## src/rtl/hash_frame_tx.sv

```systemverilog
// Transmit framer: pulls a latched number of bytes from the hash FIFO and emits
// SYNC0, SYNC1, LENH, LENL, payload, XOR checksum on a valid/ready byte stream.
module hash_frame_tx #(
    parameter logic [7:0] SYNC0 = 8'h55,
    parameter logic [7:0] SYNC1 = 8'hD5
) (
    input  logic        clk,
    input  logic        reset_n,
    input  logic        txStart,
    input  logic [10:0] txByteTotal,
    input  logic [7:0]  hashData,
    input  logic        hashFifoEmpty,
    input  logic        hashFifoValid,
    output logic        hashRdEn,
    output logic [7:0]  txData,
    output logic        txValid,
    input  logic        txReady,
    output logic        txBusy,
    output logic        frameDone
);

    typedef enum logic [3:0] {
        S_IDLE, S_SYNC0, S_SYNC1, S_LENH, S_LENL,
        S_FETCH, S_WAITV, S_SEND, S_CSUM, S_DONE
    } state_t;

    state_t      state, state_d;
    logic [7:0]  data_q, data_d;
    logic        valid_q, valid_d;
    logic [10:0] remaining, remaining_d;
    logic [10:0] len, len_d;
    logic [7:0]  csum, csum_d;
    logic        accept;
    logic [7:0]  len_hi;

    assign accept    = valid_q & txReady;
    assign len_hi    = {5'b0, len[10:8]};
    assign txData    = data_q;
    assign txValid   = valid_q;
    assign txBusy    = (state != S_IDLE);
    assign frameDone = (state == S_DONE);

    always_ff @(posedge clk or negedge reset_n) begin
        if (!reset_n) begin
            state     <= S_IDLE;
            data_q    <= '0;
            valid_q   <= 1'b0;
            remaining <= '0;
            len       <= '0;
            csum      <= '0;
        end else begin
            state     <= state_d;
            data_q    <= data_d;
            valid_q   <= valid_d;
            remaining <= remaining_d;
            len       <= len_d;
            csum      <= csum_d;
        end
    end

    // The outgoing byte is loaded on the transition into each emitting state,
    // so txData/txValid stay registered and hold steady while stalled.
    always_comb begin
        state_d     = state;
        data_d      = data_q;
        valid_d     = valid_q;
        remaining_d = remaining;
        len_d       = len;
        csum_d      = csum;
        hashRdEn    = 1'b0;
        case (state)
            S_IDLE: begin
                if (txStart) begin
                    remaining_d = txByteTotal;
                    len_d       = txByteTotal;
                    csum_d      = '0;
                    data_d      = SYNC0;
                    valid_d     = 1'b1;
                    state_d     = S_SYNC0;
                end
            end
            S_SYNC0: begin
                if (accept) begin
                    data_d  = SYNC1;
                    state_d = S_SYNC1;
                end
            end
            S_SYNC1: begin
                if (accept) begin
                    data_d  = len_hi;
                    csum_d  = csum ^ len_hi;
                    state_d = S_LENH;
                end
            end
            S_LENH: begin
                if (accept) begin
                    data_d  = len[7:0];
                    csum_d  = csum ^ len[7:0];
                    state_d = S_LENL;
                end
            end
            S_LENL: begin
                if (accept) begin
                    if (len != '0) begin
                        valid_d = 1'b0;
                        state_d = S_FETCH;
                    end else begin
                        data_d  = csum;
                        state_d = S_CSUM;
                    end
                end
            end
            S_FETCH: begin
                hashRdEn = !hashFifoEmpty;
                if (!hashFifoEmpty) state_d = S_WAITV;
            end
            S_WAITV: begin
                if (hashFifoValid) begin
                    data_d  = hashData;
                    valid_d = 1'b1;
                    csum_d  = csum ^ hashData;
                    state_d = S_SEND;
                end
            end
            S_SEND: begin
                if (accept) begin
                    remaining_d = remaining - 11'd1;
                    if (remaining == 11'd1) begin
                        data_d  = csum;
                        state_d = S_CSUM;
                    end else begin
                        valid_d = 1'b0;
                        state_d = S_FETCH;
                    end
                end
            end
            S_CSUM: begin
                if (accept) begin
                    valid_d = 1'b0;
                    state_d = S_DONE;
                end
            end
            S_DONE:  state_d = S_IDLE;
            default: state_d = S_IDLE;
        endcase
    end

endmodule

```

## config.mk

```make
export PLATFORM = sky130hd
export DESIGN_NAME = hash_frame_tx
export DESIGN_NICKNAME = d
export VERILOG_FILES = /design/src/rtl/hash_frame_tx.sv
export SDC_FILE = /design/constraint.sdc
export NUM_CORES = 1
export LEC_CHECK = 0
export BUFFER_PORTS_ARGS = -buffer_cell sky130_fd_sc_hd__clkbuf_2
export CAP_MARGIN = 20
export CORE_MARGIN = 2
export CORE_UTILIZATION = 52
export CTS_CLUSTER_SIZE = 24
export DETAILED_ROUTE_END_ITERATION = 6
export PLACE_DENSITY = 0.76
export SLEW_MARGIN = 40
export SYNTH_ARGS = -nofsm -noshare
export SYNTH_HDL_FRONTEND = slang
export SYNTH_SLANG_ARGS = --single-unit
export TNS_END_PERCENT = 5
```

## constraint.sdc

```tcl
create_clock -name clk -period 1.9 [get_ports clk]
set_input_delay 0.19 -clock clk [delete_from_list [all_inputs] [get_ports clk]]
set_output_delay 0.19 -clock clk [all_outputs]
set_load 0.005 [all_outputs]
```

==> flow_metrics.tcl <==
set metrics [dict create \
    p_per_area_nw_per_um2 1640 \
    path_class "reg -> reg" \
    status "completed" \
    track_usage_pct 27.9 \
    ys.flop_type "dfrtp_1" \
    cts.sinks 43 \
    path_clk_slew_ps 90 \
    grt_pass1_wl_mm 13.3 \
    clk_path_buf_depth 2 \
    worstPathRequired_ps 2110 \
    startpoint_type "flip-flop" \
    synth_top_family_by_area "simple AND/OR/NAND/NOR gates" \
    worstPathCellList "or2_4 -> a21o_1 -> a221o_1 -> or2_4 -> o31ai_1" \
    relSlewSlack_pct 63.3 \
    max_stage_delay_ps 460 \
    cts_tree "yes" \
    fillers 424 \
    grt_antenna_before_repair 0 \
    antenna_cells 0 \
    synth_top_area_share_pct 39.0 \
    max_freq_ghz 0.528 \
    drtIter0Drc 272 \
    worstSetupEndpointType "flip-flop" \
    avgRoutedWirePerCell_um 16.6 \
    dieArea_um2 5910 \
    first_global_vias 2785 \
    setup-tns-final_ps 0 \
    wl_mm 8.07 \
    setup_viol 0 \
    post-route-period-util_pct 99.7 \
    synth.cell_area_um2 2760 \
    period_minus_slack_ps 1890 \
    clk_latency_ps 300 \
    synth_mux_area_share_pct 7.20 \
    root_buffer "clkbuf_8" \
    synth-edff-count 0 \
    vdd_drop_max_mv 0.795 \
    place_congestion 0.934 \
    synth_area_leaders "dfrtp_1 (39%), nand2_1 (8.7%), mux2i_1 (4.3%)" \
    hpwl_mm 6.14 \
    seq_area_frac_synth_pct 39.0 \
    worstPathArrival_ps 2100 \
    drc 0 \
    portBuffers 36 \
    layout.nets 442 \
    numCtsBuffers 5 \
    drive_gt1_share_pct 30.5 \
    finish.utilization_pct 70.5 \
    finalHoldViolations 0 \
    area_delta_synth_final_pct 30.4 \
    pin_count 37 \
    path_delay_family "compound AO/OA/AOI/OAI gates" \
    synthXorXnorAreaFrac_pct 0.317 \
    cpMostUsedCell "or2_4" \
    final.setup_skew_ps 5.89 \
    yosysTopAreaCell "dfrtp_1" \
    start_util_pct 54.1 \
    dieHeight_um 76.9 \
    ys_types 57 \
    syn_area_per_cell_um2 8.44 \
    synthArstFlopShare_pct 100 \
    die_w_um 76.9 \
    synthesis.nets 354 \
    postSynthCellCount 327 \
    cap_viol_max_count 0 \
    htreeDepth 2 \
    vias_per_cell 5.94 \
    power_leakage_nw 1.67 \
    crit_fanout 8 \
    worst-path-buf-inv 0 \
    grt_overflow 0 \
    rows 26 \
    first_pass_iters 5 \
    vias 2889 \
    critPathSlowestCell "dfrtp_2" \
    worstMarginPinSlew_ps 550 \
    ys_warn_count 0 \
    synth_compound_area_share_pct 20.2 \
    core_area_um2 5110 \
    ant_nets 0 \
    hp-class "in -> reg" \
    maxSlewViolCount 0 \
    rsz0062_at_grt "yes" \
    grt_start_max_net_pins 25 \
    yosys.area_share.simple_pct 28.1 \
    synth_seq_cells 43 \
    synth_fa_ha_area_share_pct 0.906 \
]
## Yosys cell counts, types with 2 or more instances
library cell   n
clkbuf_1       6
and4b_1        2
nor2b_1       13
o21ai_1        8
and3_1         2
buf_2         11
nand3_1        8
and4_1         2
or2_2          2
o21ai_0       16
mux2i_1       12
a22oi_1        3
inv_1          5
or3_1          2
a221o_1        4
nor2_1        16
a32oi_1        5
or4_1          2
ha_1           2
dfrtp_1       43
o22ai_1        4
nand2b_1      12
a31oi_1        3
o31ai_1       13
a21oi_1       12
nand4_1        2
nor3_1        11
nor4_1         6
mux2_1         7
nand4b_1       2
clkbuf_2       2
nand2_1       64
## where the power goes
part	internal [mW]	leakage, nW	total (mW)	switching [mW]
Clock	0.263	0.0408	0.618	0.354
Combinational	1.80	1.09	3.68	1.89
Sequential	1.30	0.536	1.62	0.320
Total	3.36	1.67	5.92	2.56
## placed cells by master (no fill, tap or decap), drive strengths merged, types with 3 or more instances in the layout
master / n
nor2: 16
o21ai: 24
clkbuf: 41
nor3: 11
nand2b: 12
o22ai: 4
mux2i: 12
a31oi: 3
or2: 4
mux2: 7
nor2b: 13
o31ai: 13
a21oi: 12
nand2: 64
buf: 64
nand3: 8
a22oi: 3
a32oi: 5
a221o: 4
nor4: 6
inv: 6
dfrtp: 43
nand4: 3
## cell type report
type	instances	area (um2)	area share [%]
clock inverters	3	23.8	0.660
well taps	70	87.6	2.43
multi-input cells	259	1620	44.9
flip-flops and latches	43	1080	30.0
repair buffers	101	707	19.6
inverters	5	18.8	0.521
clock buffers	5	68.8	1.91
## final timing paths
check                                start       end  slack (ps)  depth (start not counted)
min reg2reg                        csum[4]   csum[4]         480                          1
max reg2reg                       state[0]   csum[7]           6                          5
max                               state[0]   csum[7]           6                          5
min in group asynchronous          reset_n   csum[0]         390                          2
max in group asynchronous          reset_n  state[2]         970                          3
min                        txByteTotal[10]   len[10]         110                          3
## through the flow
stage / setup WS, ps / area (um2) / hold slack [ps] / power, mW / std cells
after floorplan: 47.0 / 2760 / -106 / 3.59 / 327
after global placement: 12.7 / 3430 / 195 / 4.97 / 476
after detailed placement: -53.5 / 3430 / 198 / 5.09 / 476
after CTS: -10.7 / 3560 / 108 / 5.79 / 485
after global routing: -82.3 / 3600 / 110 / 6.33 / 486
final: 5.55 / 3600 / 114 / 5.92 / 486
## layer usage
| layer | global-route usage [%] | vias to the layer above | part of all wire (%) |
|---|---|---|---|
| li1 | - | 1379 | - |
| met1 | 36.5 | 1378 | 43 |
| met2 | 47.3 | 114 | 50 |
| met3 | 2.94 | 18 | 4.9 |
| met4 | 11.1 | 0 | 2.4 |
| met5 | 0 | - | 0 |
## repair_timing
item	CTS	global route
cloned	0	0
hold endpoints to repair	20	0
setup endpoints to repair	14	20
setup buffers	0	1
gates resized for setup	9	10
pin swaps	0	4
hold buffers	1	0
## worst min-delay path: stages
cell,delay [ps]
clkbuf_2,90
nand2_1,50
nand2_1,50
## sequential cells by signal, summed over array words and instances (netlist names)
register / flops
txData: 8
len: 11
txValid: 1
csum: 8
state: 4
remaining: 11
## kinds of logic (layout without fill, tap and decap cells)
| kind of cell | Yosys count | count (layout) |
|---|---|---|
| buf+inv | 25 | 114 |
| xor+xnor | 1 | 1 |
| fa+ha+maj | 2 | 2 |
| flops | 43 | 43 |
| simple gates | 154 | 154 |
| compound gates | 83 | 83 |
| mux | 19 | 19 |
Note: power is estimated with default switching activity, not from simulation.
